[src/rtl/systolic_pkg.sv]
// Shared constants, control-word field positions and the frame type for the
// systolic tile feeder.
package systolic_pkg;

  localparam int NIB_W   = 4;
  localparam int BEATS   = 16;
  localparam int FRAME_W = NIB_W * BEATS;
  localparam int CTRL_W  = 16;
  localparam int BEAT_W  = $clog2(BEATS);

  localparam int CTRL_ADDR_HI  = 15;
  localparam int CTRL_ADDR_LO  = 8;
  localparam int CTRL_SHIFT_IN = 5;

  localparam logic [7:0] ADDR_STATE = 8'h01;
  localparam logic [7:0] ADDR_A     = 8'h02;
  localparam logic [7:0] ADDR_B     = 8'h04;
  localparam logic [7:0] ADDR_C0    = 8'h08;
  localparam logic [7:0] ADDR_C1    = 8'h09;
  localparam logic [7:0] ADDR_C2    = 8'h0A;
  localparam logic [7:0] ADDR_C3    = 8'h0B;
  localparam logic [7:0] ADDR_C4    = 8'h0C;
  localparam logic [7:0] ADDR_C5    = 8'h0D;
  localparam logic [7:0] ADDR_C6    = 8'h0E;
  localparam logic [7:0] ADDR_C7    = 8'h0F;

  typedef struct packed {
    logic [FRAME_W-1:0] data;
    logic [CTRL_W-1:0]  ctrl;
  } frame_t;

  localparam frame_t IDLE_FRAME = {(FRAME_W + CTRL_W){1'b0}};

  function automatic logic [15:0] sat_inc16(input logic [15:0] v);
    return (v == 16'hFFFF) ? v : (v + 16'd1);
  endfunction

endpackage

[src/rtl/systolic_frame_shifter.sv]
// Frame-in-flight shift register with the free-running beat counter; a new
// frame is taken from i_next on every beat-15 edge.
module systolic_frame_shifter
  import systolic_pkg::*;
(
  input  logic              clk,
  input  logic              rst_n,
  input  frame_t            i_next,
  input  logic              i_next_nonidle,
  output logic [NIB_W-1:0]  o_nib,
  output logic              o_ctrl,
  output logic [BEAT_W-1:0] o_beat,
  output logic              o_sof,
  output logic              o_boundary,
  output logic              o_nonidle
);

  frame_t              r_cur;
  logic [BEAT_W-1:0]   r_beat;
  logic                r_sof;
  logic                r_nonidle;
  logic                w_boundary;

  assign w_boundary = (r_beat == BEAT_W'(BEATS - 1));

  // Beat counter, shift register and frame-start tracking.
  always_ff @(posedge clk or negedge rst_n) begin
    if (!rst_n) begin
      r_cur     <= IDLE_FRAME;
      r_beat    <= {BEAT_W{1'b0}};
      r_sof     <= 1'b1;
      r_nonidle <= 1'b0;
    end else if (w_boundary) begin
      r_cur     <= i_next;
      r_beat    <= {BEAT_W{1'b0}};
      r_sof     <= 1'b1;
      r_nonidle <= i_next_nonidle;
    end else begin
      r_cur.data <= {r_cur.data[FRAME_W-NIB_W-1:0], {NIB_W{1'b0}}};
      r_cur.ctrl <= {r_cur.ctrl[CTRL_W-2:0], 1'b0};
      r_beat     <= r_beat + BEAT_W'(1);
      r_sof      <= 1'b0;
      r_nonidle  <= r_nonidle;
    end
  end

  assign o_nib      = r_cur.data[FRAME_W-1 -: NIB_W];
  assign o_ctrl     = r_cur.ctrl[CTRL_W-1];
  assign o_beat     = r_beat;
  assign o_sof      = r_sof;
  assign o_boundary = w_boundary;
  assign o_nonidle  = r_nonidle;

endmodule

[src/rtl/systolic_frame_tx.sv]
// Host-to-tile frame serialiser: one-entry pending slot, valid/ready handshake
// and idle-frame insertion. Optional statistics: SYSTOLIC_FRAME_TX_STATS_EN.
module systolic_frame_tx
  import systolic_pkg::*;
(
  input  logic                clk,
  input  logic                rst_n,
  input  logic                in_valid,
  output logic                in_ready,
  input  logic [FRAME_W-1:0]  in_data,
  input  logic [CTRL_W-1:0]   in_ctrl,
  output logic [NIB_W-1:0]    out_nib,
  output logic                out_ctrl,
  output logic [BEAT_W-1:0]   out_beat,
  output logic                out_sof,
  output logic                busy
`ifdef SYSTOLIC_FRAME_TX_STATS_EN
  ,
  output logic [15:0]         stat_frames,
  output logic [15:0]         stat_idle
`endif
);

  frame_t r_pend;
  logic   r_pend_valid;
  frame_t w_in_frame;
  frame_t w_next;
  logic   w_next_nonidle;
  logic   w_boundary;
  logic   w_nonidle;
  logic   w_accept;

  assign w_in_frame = '{data: in_data, ctrl: in_ctrl};
  assign in_ready   = !r_pend_valid || w_boundary;
  assign w_accept   = in_valid && in_ready;
  assign busy       = r_pend_valid || w_nonidle;

  // Next frame at the boundary: pending word first, then bypass, else idle.
  always_comb begin
    w_next         = IDLE_FRAME;
    w_next_nonidle = 1'b0;
    if (r_pend_valid) begin
      w_next         = r_pend;
      w_next_nonidle = 1'b1;
    end else if (w_accept) begin
      w_next         = w_in_frame;
      w_next_nonidle = 1'b1;
    end else begin
      w_next         = IDLE_FRAME;
      w_next_nonidle = 1'b0;
    end
  end

  // Pending slot: a word bypassed straight into the shifter never lands here.
  always_ff @(posedge clk or negedge rst_n) begin
    if (!rst_n) begin
      r_pend       <= IDLE_FRAME;
      r_pend_valid <= 1'b0;
    end else if (w_accept && (!w_boundary || r_pend_valid)) begin
      r_pend       <= w_in_frame;
      r_pend_valid <= 1'b1;
    end else if (w_boundary) begin
      r_pend       <= r_pend;
      r_pend_valid <= 1'b0;
    end else begin
      r_pend       <= r_pend;
      r_pend_valid <= r_pend_valid;
    end
  end

  systolic_frame_shifter u_shifter (
    .clk           (clk),
    .rst_n         (rst_n),
    .i_next        (w_next),
    .i_next_nonidle(w_next_nonidle),
    .o_nib         (out_nib),
    .o_ctrl        (out_ctrl),
    .o_beat        (out_beat),
    .o_sof         (out_sof),
    .o_boundary    (w_boundary),
    .o_nonidle     (w_nonidle)
  );

`ifdef SYSTOLIC_FRAME_TX_STATS_EN
  logic [15:0] r_frames;
  logic [15:0] r_idle;

  // Saturating per-boundary counts of word frames and idle frames.
  always_ff @(posedge clk or negedge rst_n) begin
    if (!rst_n) begin
      r_frames <= 16'h0000;
      r_idle   <= 16'h0000;
    end else if (w_boundary && w_next_nonidle) begin
      r_frames <= sat_inc16(r_frames);
      r_idle   <= r_idle;
    end else if (w_boundary) begin
      r_frames <= r_frames;
      r_idle   <= sat_inc16(r_idle);
    end else begin
      r_frames <= r_frames;
      r_idle   <= r_idle;
    end
  end

  assign stat_frames = r_frames;
  assign stat_idle   = r_idle;
`endif

endmodule
[config.mk]
export PLATFORM = sky130hd
export DESIGN_NAME = systolic_frame_tx
export DESIGN_NICKNAME = d
export VERILOG_FILES = /design/src/rtl/systolic_pkg.sv /design/src/rtl/systolic_frame_shifter.sv /design/src/rtl/systolic_frame_tx.sv
export SDC_FILE = /design/constraint.sdc
export NUM_CORES = 1
export LEC_CHECK = 0
export ABC_AREA = 1
export CAP_MARGIN = 20
export CORE_ASPECT_RATIO = 1.4
export CORE_UTILIZATION = 50
export CTS_CLUSTER_SIZE = 28
export DETAILED_ROUTE_END_ITERATION = 8
export GPL_TIMING_DRIVEN = 0
export PLACE_DENSITY_LB_ADDON = 0.25
export SETUP_SLACK_MARGIN = 0.3
export SLEW_MARGIN = 20
export SYNTH_ARGS = -nofsm -noshare
export SYNTH_HDL_FRONTEND = slang
export SYNTH_SLANG_ARGS = --single-unit
export TNS_END_PERCENT = 100
[constraint.sdc]
create_clock -name clk -period 1.6 [get_ports clk]
set_input_delay 0.48 -clock clk [delete_from_list [all_inputs] [get_ports clk]]
set_output_delay 0.48 -clock clk [all_outputs]
set_load 0.02 [all_outputs]
-- Word-level counts from Yosys, hierarchy flattened
Index checks and enable logic that the tools add are counted.
Widths: inputs -> output; s select.
- flip-flop bits (word level): 167
- input bits: 83
- output and inout bits: 12
- word-level logic and storage cells: 27
- add/sub/neg operators: 1
- equal/unequal tests: 1
- muxes and demuxes: 9
- reductions and logical operators: 8
- operators with widths (cell ; count):
    $mux 80 ; 3
    $mux 1 ; 5
    $add 4x1->4 const B ; 1
    $eq 4x4->1 const B ; 1
    $mux 4 ; 1
    $logic_or 1x1->1 ; 3
    $logic_and 1x1->1 ; 2
    $logic_not 1->1 ; 2
    $reduce_bool 2->1 ; 1

-- Depth between registers and ports, before layout
Gate-level depths: netlist of run 1.
- depth in word-level cells: 6
- mapped depth: 8

-- By module
From an unflattened synthesis of run 1, not the netlist that was laid out.
- cell total of the unflattened synthesis: 987
- area, all modules: 7699.9 µm²
- modules (own cells, without submodules) (module ; times used ; cells each ; area an instance (µm²) ; seq. area each (µm²)):
    systolic_frame_tx ; 1 ; 629 ; 4444.3 ; 2026.9
    systolic_frame_shifter ; 1 ; 358 ; 3255.6 ; 2153.3

-- Worst setup path after synthesis of run 1
No wires, ideal clock.
- path kind: reg2out
- start point: reg u_shifter.r_beat[0] (netlist: u_shifter.o_beat[0])
- end point: out in_ready
- arrival time: 1256 ps
- slack: -136 ps
- cell stages (with the launch flop): 6
- cells stage by stage: dfrtp_1 -> ha_1 -> nand3_1 -> nand2_2 -> buf_6 -> buf_4
- word-level cells in the longest chain between the ends: 2
- ends and longest elaborated chain (what ; RTL line ; text):
    start: declaration ; systolic_frame_shifter.sv:19 ; logic [BEAT_W-1:0] r_beat;
    start signal: assignment ; systolic_frame_shifter.sv:30 ; r_beat <= {BEAT_W{1'b0}};
    start signal: assignment ; systolic_frame_shifter.sv:35 ; r_beat <= {BEAT_W{1'b0}};
    start signal: assignment ; systolic_frame_shifter.sv:41 ; r_beat <= r_beat + BEAT_W'(1);
    $eq 4x4->1 ; systolic_frame_shifter.sv:24 ; assign w_boundary = (r_beat == BEAT_W'(BEATS - 1));
    $logic_or 1x1->1 ; systolic_frame_tx.sv:34 ; assign in_ready = !r_pend_valid || w_boundary;
    end: declaration ; systolic_frame_tx.sv:9 ; output logic in_ready,
Every way passes these cells.

-- Worst setup path in the final report of run 1
Ends and elaborated chain as after synthesis.

==> out/qor.csv, run 1 <==
stage,metric,value,unit
global_route,grt_antenna_before_repair,0,
placement,place_congestion,0.823,
cells_and_area,num_antenna_cells,0,
synth,syn_area,7450,sq um
placement,pre_cts_ws,-579,ps
timing,relSlewSlack,0.627,
setup_path,rr_worst_depth,9,
synth,ys_ff_latch,167,
routing,drcViolationCount,0,
clocking,path_clk_slew,70,ps
job,max_cap_viol_count,0,
setup_path,arrival,1540,ps
timing,timing.hold.ws,-23.1,ps
clocking,cts_max_path_buffers,2,
clocking,tritoncts,done,
synth,yosysTopAreaCellShare,0.558,
synth,avgSynthCellArea,8.30,sq um
setup_path,endpoint_kind,output pin,
timing,hold_violations,12,
placement,dp_hpwl,13000,um
global_route,grt_pass1_vias,6978,
global_route,grt_pass1_wl,34700,um
setup_path,worstReg2RegEnd,r_pend[19]$_DFFE_PN0P_,
routing,routed_wl,23300,um
placement,dpl_cell_area,8780,sq um
floorplan,dieArea,15400,sq um
synth,synth_top_area_cell,dfrtp_1,
setup_path,crit_fanout,2,
clocking,numCtsBuffers,17,
synth,synth_cell_types,20,
cells_and_area,drive_above_1_share,0.263,
cells_and_area,finish.instance_area,10600,sq um
floorplan,top_level_ports,95,
power,power,13.6,mW
routing,vias,7242,
floorplan,rows,52,
clocking,cts_max_level,4,
floorplan,core,14500,sq um
cells_and_area,regArea,4190,sq um
routing,wl_per_cell,18.5,um
placement,io_buffer_count,93,
setup_path,cp.required,1120,ps
setup_path,cp_slowest_cell,dfrtp_2,
synth,synthCells,897,
power,power_density,1280,nW/um^2
routing,ant_nets,0,
routing,vias_per_cell,5.75,
routing,initialDrtViolationCount,585,
power,leakagePower,5.23,nW
setup_path,critPathLaunchType,flip-flop,
timing,min_period_over_period,1.26,
power,ir_drop,705,uV
timing,skew,4.62,ps
timing,finalSetupTns,-11560,ps
timing,worst_slack,-421,ps
outcome,violations,"negative hold slack, negative setup slack",
floorplan,die_w,105,um
synth,ys_seq_area_frac,0.561,
cells_and_area,multiInputGateArea,3220,sq um
cells_and_area,areaGrowthSynthToFinish,42.7,%
timing,min_period,2020,ps
floorplan,start_util,0.513,
clocking,clock-sinks,167,
setup_path,rrSetupSlack,-170,ps
synth,yosysWarnings,0,
clocking,holdBufCountCts,0,
timing,tightestPinTransition,559,ps
cells_and_area,nets,1142,
setup_path,regToRegStartpoint,u_shifter.o_beat[0]$_DFF_PN0_,
outcome,status,"finished, violations left",
hold_path,hold_class,in2async,
floorplan,die_h,146,um
global_route,grt_util_all_layers,0.293,
setup_path,critPathKind,reg2out,
routing,drt-pass1-iter-count,6,
global_route,grt_overflow_total,0,
clocking,clock_latency,430,ps
setup_path,critPathMaxStageDelay,430,ps
clocking,clockRootBuffer,clkbuf_16,
synth,syn_nets,981,
synth,synth_area_leaders,"dfrtp_1 (56%), nand2_1 (16%), nand4_1 (6.8%)",
timing,fmax,495,MHz
timing,finalSetupViolations,97,
global_route,grt_max_degree,100,
timing,rsz0062_at_grt,yes,
timing,drv_slew,0,
cells_and_area,fill_cells,1055,
setup_path,path_cells,"ha_4, nand3_4, nand2_4, buf_12, buf_8, buf_6",
## cell type report
cell class                 count  share of cell area
sequential                   167               0.394
multi-input combinational    646               0.303
timing repair buffer         140               0.147
buffer                        82              0.0723
clock buffer                  18              0.0404
tap                          189              0.0223
clock inverter                14              0.0194
inverter                       4             0.00212
## flip-flops by register name (all words and copies together) (netlist names)
name,flops
u_shifter.o_beat,4
r_pend,80
u_shifter.o_ctrl,1
u_shifter.o_sof,1
u_shifter.o_nib,4
u_shifter.o_nonidle,1
u_shifter.r_cur,75
r_pend_valid,1
## cell families (layout without fill, tap and decap cells)
logic type	after synthesis	count (layout)	synth area share
AND/OR/NAND/NOR	485	487	0.275
flip-flops	167	167	0.561
AO/OA/AOI/OAI	156	156	0.105
buffers and inverters	86	258	0.0544
XOR/XNOR	2	2	0.00235
adder cells (fa/ha/maj)	1	1	0.00168
## per-layer routing
| metal | GRT usage | up-vias | wire [um] |
|---|---|---|---|
| met2 | 0.487 | 362 | 12000 |
| li1 | - | 3303 | - |
| met5 | 0 | - | 0 |
| met1 | 0.361 | 3497 | 8860 |
| met4 | 0.171 | 0 | 922 |
| met3 | 0.0469 | 80 | 1490 |
## critical path, delay by kind of cell, from the launching register on
family,cells,cell delay [ps]
buffers and inverters,3,360
adders and majority gates,1,180
and+or+nand+nor,2,140
DFF,1,430
## per-stage QoR
step,util,std cells
detailed placement,0.605,1180
CTS,0.689,1244
global placement,0.603,1179
global route,0.732,1260
finish,0.732,1260
floorplan,-,897
## synth_stat cells
| master | count |
|---|---|
| nand3_1 | 7 |
| buf_2 | 34 |
| xor2_1 | 2 |
| or2_2 | 1 |
| nand2_1 | 317 |
| dfstp_2 | 1 |
| nand2_2 | 1 |
| ha_1 | 1 |
| nor2_1 | 77 |
| inv_1 | 3 |
| nand3_4 | 1 |
| o21ai_0 | 75 |
| clkbuf_1 | 32 |
| inv_4 | 1 |
| buf_6 | 1 |
| buf_1 | 7 |
| nand4_1 | 81 |
| dfrtp_1 | 166 |
| a21oi_1 | 81 |
| buf_4 | 8 |
## report_power, final
group          total, mW  switching, mW  internal, mW  leakage [nW]
registers           6.15          0.642          5.51          2.06
clock network       4.48           1.73          2.75         0.305
logic               2.92           1.60          1.32          2.87
## cells in the final DEF, fill, tap and decap left out, drive strengths merged
master and count:
xor2 2, clkinv 6, nor2 77, clkdlybuf4s50 80
or2 1, o21ai 75, nand3 10, clkbuf 51
buf 109, a21oi 81, nand4 81, dfstp 1
dfrtp 166, clkinvlp 3, ha 1, inv 4
bufinv 5, nand2 318
## repair_timing
| item | CTS | global route |
|---|---|---|
| cloned | 12 | 8 |
| pin swaps | 5 | 14 |
| endpoints found under the setup margin | 177 | 177 |
| buffers inserted | 20 | 8 |
| resized for setup | 176 | 166 |
## worst max-delay path by stage
stage	from	end	slack (ps)	cells after the start
floorplan	u_shifter.o_beat[1]$_DFF_PN0_	in_ready	70	5
global placement	rst_n	u_shifter.o_beat[1]$_DFF_PN0_	-7450	1
detailed placement	u_shifter.o_beat[0]$_DFF_PN0_	in_ready	-580	6
CTS	u_shifter.o_beat[0]$_DFF_PN0_	in_ready	-420	6
global route	u_shifter.o_beat[0]$_DFF_PN0_	in_ready	-460	6
finish	u_shifter.o_beat[0]$_DFF_PN0_	in_ready	-420	6
No activity file was read; power rests on OpenSTA's default activity.
==> run 2: changes to the inputs <==
==> constraint.sdc (replaced) <==
create_clock -name clk -period 1.96 [get_ports clk]
set_input_delay 0.588 -clock clk [delete_from_list [all_inputs] [get_ports clk]]
set_output_delay 0.588 -clock clk [all_outputs]
set_load 0.02 [all_outputs]
==> run 2 against run 1 <==
  * The flow finishes with violations (negative setup slack)
  * Routed wire length shrank 14%
  * Register-to-register slack gained 490 ps
  * Count of clock-buffer cells in the layout grew 4
  * Utilization shrank 6.8 points
  * Cell area shrank 9.3%
  * Global-route usage shrank 2.3 points
  * Final cell count shrank 2.5%
  * Via count shrank 7.3%
  * Critical path depth is the same
  * Clock skew grew 2.7 ps
==> out/qor.csv, run 2 (same netlist as run 1, synthesis figures left out) <==
stage,metric,value,unit
power,power_density,1040,nW/um^2
routing,initialDrtViolationCount,413,
cells_and_area,regArea,4190,sq um
timing,worst_slack,-144,ps
setup_path,rr_worst_depth,9,
floorplan,die_w,105,um
timing,finalSetupTns,-144,ps
outcome,violations,negative setup slack,
cells_and_area,multiInputGateArea,2920,sq um
routing,vias_per_cell,5.47,
clocking,clockRootBuffer,clkbuf_16,
placement,place_congestion,0.821,
global_route,grt_pass1_vias,6559,
clocking,holdBufCountCts,0,
clocking,tritoncts,done,
cells_and_area,final_common_cell,nand2_1,
floorplan,core,14500,sq um
placement,io_buffer_count,93,
power,leakagePower,4.84,nW
global_route,grt_antenna_before_repair,0,
outcome,status,"finished, violations left",
routing,vias,6712,
floorplan,die_h,146,um
clocking,cts_max_path_buffers,2,
global_route,grt_pass1_wl,32400,um
routing,drcViolationCount,0,
clocking,cts_max_level,4,
setup_path,worstReg2RegEnd,r_pend[58]$_DFFE_PN0P_,
setup_path,critPathLaunchType,flip-flop,
setup_path,cp.required,1370,ps
timing,fmax,475,MHz
setup_path,crit_fanout,3,
setup_path,critPathKind,reg2out,
cells_and_area,num_antenna_cells,0,
floorplan,rows,52,
placement,dp_hpwl,12900,um
clocking,clock-sinks,167,
floorplan,dieArea,15400,sq um
cells_and_area,reg_top3,"r_pend x80, u_shifter.r_cur x75",
cells_and_area,largest_reg_flops,80,
timing,timing.hold.ws,137,ps
timing,hold_violations,0,
cells_and_area,areaGrowthSynthToFinish,29.5,%
timing,drv_slew,0,
hold_path,hold_class,in2async,
timing,tightestPinTransition,614,ps
cells_and_area,drive_above_1_share,0.122,
routing,routed_wl,20100,um
routing,ant_nets,0,
global_route,grt_max_degree,88,
job,max_cap_viol_count,0,
clocking,clock_latency,420,ps
power,ir_drop,651,uV
floorplan,top_level_ports,95,
setup_path,rrSetupSlack,320,ps
floorplan,start_util,0.513,
setup_path,endpoint_kind,output pin,
timing,min_period_over_period,1.07,
cells_and_area,nets,1114,
timing,relSlewSlack,0.591,
clocking,numCtsBuffers,17,
setup_path,regToRegStartpoint,r_pend_valid$_DFFE_PN0P_,
timing,skew,7.37,ps
power,power,10.0,mW
routing,wl_per_cell,16.4,um
cells_and_area,fill_cells,1193,
global_route,grt_overflow_total,0,
timing,finalSetupViolations,1,
timing,min_period,2100,ps
routing,drt-pass1-iter-count,5,
timing,rsz0062_at_grt,yes,
cells_and_area,layout_common_cells,"nand2_1 (313), dfrtp_1 (162), a21oi_1 (81), nand4_1 (81), clkdlybuf4s50_1 (80)",
cells_and_area,top_register,r_pend,
global_route,grt_util_all_layers,0.270,
setup_path,arrival,1520,ps
clocking,path_clk_slew,60,ps
[run 2: worst max path at each step]
stage,from,end,slack [ps],cells after the start
floorplan,u_shifter.o_beat[0]$_DFF_PN0_,in_ready,310,5
global placement,rst_n,u_shifter.o_beat[0]$_DFF_PN0_,-7210,1
detailed placement,r_pend_valid$_DFFE_PN0P_,busy,-380,5
CTS,u_shifter.o_beat[0]$_DFF_PN0_,in_ready,-140,6
global route,u_shifter.o_beat[0]$_DFF_PN0_,in_ready,-180,6
finish,u_shifter.o_beat[0]$_DFF_PN0_,in_ready,-140,6
[run 2: metal layers]
layer  wire, um  global-route usage  vias to the layer above  share of wire
met5          0                   0                        -              0
met3       1130              0.0513                       34          0.056
met4        452               0.106                        0          0.022
met2      10400               0.457                      267           0.51
met1       8200               0.343                     3177           0.41
li1           -                   -                     3234              -
[run 2: timing repair]
action,in CTS,in global routing
hold endpoints to repair,0,0
buffers inserted,7,9
pin swaps,3,2
resized for setup,91,82
cloned,0,4
endpoints found under the setup margin,46,142
[run 2: cell type report]
type / instances / share of cell area
flip-flops and latches: 167 / 0.434
plain buffers: 82 / 0.0606
inverters: 4 / 0.00286
repair buffers: 113 / 0.122
clock inverters: 6 / 0.00571
clock buffers: 22 / 0.0471
well taps: 189 / 0.0245
multi-input cells: 645 / 0.303
[run 2: worst max-delay path, cell delays in order (launching register included)]
cell     delay (ps)
dfrtp_2         430
ha_4            180
nand3_4          70
nand2_4          60
buf_8           120
buf_8           110
buf_6           120
[run 2: report_power, final]
group,internal [mW],switching [mW],leakage [nW]
sequential,4.50,0.412,2.06
clock,1.74,1.25,0.255
combinational,0.928,1.18,2.53
total,7.16,2.84,4.84
[run 2: through the flow]
stage / instance area [sq um] / utilization / cells / setup slack (ps)
floorplan: 7480 / - / 897 / 305
global placement: 8650 / 0.596 / 1179 / -7210
detailed placement: 8680 / 0.598 / 1180 / -383
CTS: 9320 / 0.642 / 1215 / -138
global route: 9640 / 0.664 / 1228 / -177
finish: 9640 / 0.664 / 1228 / -144
==> run 3: changes to the inputs <==
--- a/config.mk
+++ b/config.mk
@@ -8,7 +8,7 @@
 export ABC_AREA = 1
 export CAP_MARGIN = 20
 export CORE_ASPECT_RATIO = 1.4
-export CORE_UTILIZATION = 50
+export CORE_UTILIZATION = 36
 export CTS_CLUSTER_SIZE = 28
 export DETAILED_ROUTE_END_ITERATION = 8
 export GPL_TIMING_DRIVEN = 0
==> run 3 against run 2 <==
  * The run still ends with negative setup slack left
  * First-iteration DRC count is 38% higher
  * Setup slack better by 7.7 ps
  * Non-clock buffer count is 11 higher
  * Utilization decreased by 16 points
  * Global-route usage down 6.3 points
  * Routed wire length up 7.0%
  * Clock skew up 0.76 ps
  * Count of clock-buffer cells in the layout decreased by 3
  * Clock power is 14% higher
  * Highest routed layer unchanged
==> out/qor.csv, run 3 (same netlist as run 1, synthesis figures left out) <==
stage,metric,value,unit
outcome,status,"finished, violations left",
outcome,violations,negative setup slack,
setup_path,rr_worst_depth,10,
timing,drv_slew,0,
placement,io_buffer_count,93,
clocking,cts_max_level,4,
floorplan,die_w,124,um
timing,min_period,2100,ps
setup_path,regToRegStartpoint,r_pend_valid$_DFFE_PN0P_,
setup_path,worstReg2RegEnd,r_pend[63]$_DFFE_PN0P_,
placement,dpl_cell_area,8760,sq um
floorplan,die_h,172,um
clocking,holdBufCountCts,0,
timing,rsz0062_at_grt,yes,
timing,skew,8.14,ps
cells_and_area,drive_above_1_share,0.180,
routing,drt-pass1-iter-count,5,
routing,vias,6733,
routing,routed_wl,21500,um
cells_and_area,finish.instance_area,10100,sq um
routing,initialDrtViolationCount,569,
setup_path,path_delay_family,flip-flops,
timing,worst_slack,-136,ps
cells_and_area,largest_reg_flops,80,
clocking,numCtsBuffers,17,
floorplan,rows,61,
power,leakagePower,5.00,nW
timing,relSlewSlack,0.570,
hold_path,hold_class,in2async,
cells_and_area,areaGrowthSynthToFinish,35.8,%
setup_path,critPathLaunchType,flip-flop,
clocking,clock-sinks,167,
placement,place_congestion,0.781,
setup_path,endpoint_kind,output pin,
setup_path,crit_fanout,3,
clocking,tritoncts,done,
setup_path,worstSetupEndpoint,in_ready,
clocking,clockRootBuffer,clkbuf_16,
setup_path,critPathKind,reg2out,
routing,drcViolationCount,0,
floorplan,core,20100,sq um
setup_path,cp.depth,6,
global_route,grt_overflow_total,0,
cells_and_area,top_register,r_pend,
global_route,grt_pass1_vias,6575,
routing,vias_per_cell,5.16,
placement,dp_hpwl,13500,um
cells_and_area,num_antenna_cells,0,
power,ir_drop,617,uV
routing,wl_per_cell,16.5,um
global_route,grt_antenna_before_repair,0,
cells_and_area,reg_top3,"r_pend x80, u_shifter.r_cur x75",
floorplan,start_util,0.371,
global_route,grt_max_degree,89,
setup_path,critPathMaxStageDelay,420,ps
cells_and_area,finalCoreUtilization,0.504,
floorplan,dieArea,21300,sq um
global_route,grt_pass1_wl,33700,um
timing,tightestPinTransition,645,ps
setup_path,path_cells,"ha_4, nand3_4, nand2_4, buf_8, buf_8, buf_6",
setup_path,crit_top_cell,buf_8,
timing,timing.hold.ws,133,ps
global_route,grt_util_all_layers,0.208,
floorplan,top_level_ports,95,
job,max_cap_viol_count,0,
power,power_density,1040,nW/um^2
setup_path,cp_num_buf_inv,3,
setup_path,cp.required,1370,ps
timing,fmax,477,MHz
timing,hold_violations,0,
cells_and_area,nets,1125,
timing,min_period_over_period,1.07,
clocking,cts_max_path_buffers,2,
clocking,path_clk_slew,60,ps
routing,ant_nets,0,
setup_path,rrSetupSlack,310,ps
timing,finalSetupViolations,2,
cells_and_area,layout_common_cells,"nand2_1 (274), dfrtp_1 (162), a21oi_1 (81), nand4_1 (81), clkdlybuf4s50_1 (80)",
clocking,clock_latency,430,ps
setup_path,cp_slowest_cell,dfrtp_2,
setup_path,arrival,1510,ps
cells_and_area,final_common_cell,nand2_1,
setup_path,cp-startpoint,u_shifter.o_beat[0]$_DFF_PN0_,
-- run 3: where the power goes --
group	internal (mW)	switching [mW]	leakage (nW)	total [mW]
combinational	1.03	1.22	2.66	2.24
sequential	4.49	0.407	2.06	4.90
clock	2.03	1.38	0.288	3.41
-- run 3: final cells by class --
type / count / area, sq um
inverters: 4 / 27.5
clock buffers: 19 / 443
clock inverters: 13 / 155
plain buffers: 82 / 564
multi-input cells: 645 / 3070
well taps: 252 / 315
repair buffers: 124 / 1360
fillers: 1945 / 9960
flip-flops and latches: 167 / 4190
-- run 3: metal layers --
metal / track usage / wire length (um) / vias up
met1: 0.267 / 9290 / 3243
met2: 0.342 / 10700 / 186
li1: - / - / 3264
met5: 0 / 0 / -
met3: 0.0376 / 931 / 40
met4: 0.0859 / 603 / 0
-- run 3: how the worst min path moves through the flow --
stage	to	cells after the start	startpoint
5_1_grt	u_shifter.o_beat[0]$_DFF_PN0_	1	rst_n
3_3_place_gp	u_shifter.r_cur[55]$_DFF_PN0_	2	u_shifter.r_cur[51]$_DFF_PN0_
2_1_floorplan	r_pend[0]$_DFFE_PN0P_	0	rst_n
6_report	u_shifter.o_beat[0]$_DFF_PN0_	1	rst_n
3_5_place_dp	u_shifter.r_cur[40]$_DFF_PN0_	2	u_shifter.r_cur[36]$_DFF_PN0_
4_1_cts	u_shifter.o_beat[0]$_DFF_PN0_	1	rst_n
-- run 3: worst reg2reg max path: cells and delay by family, from the launching register on --
family | cells | cell delay, ps
simple gates | 4 | 330
flops | 1 | 370
buf+inv | 6 | 840
-- run 3: stage by stage --
stage / setup TNS (ps) / worst slack (ps) / power, mW / cells
2_1_floorplan: 0 / 305 / 6.09 / 897
5_1_grt: -250 / -184 / 11.2 / 1306
6_report: -154 / -136 / 10.6 / 1306
3_5_place_dp: -967 / -391 / 6.89 / 1243
4_1_cts: -243 / -168 / 10.3 / 1287
3_3_place_gp: -1139010 / -7460 / 6.85 / 1242
-- run 3: timing repair --
item	4_1_cts	5_1_grt
endpoints found under the setup margin	53	144
pin swaps	3	5
cloned	1	7
buffers inserted	11	12
resized for setup	93	133
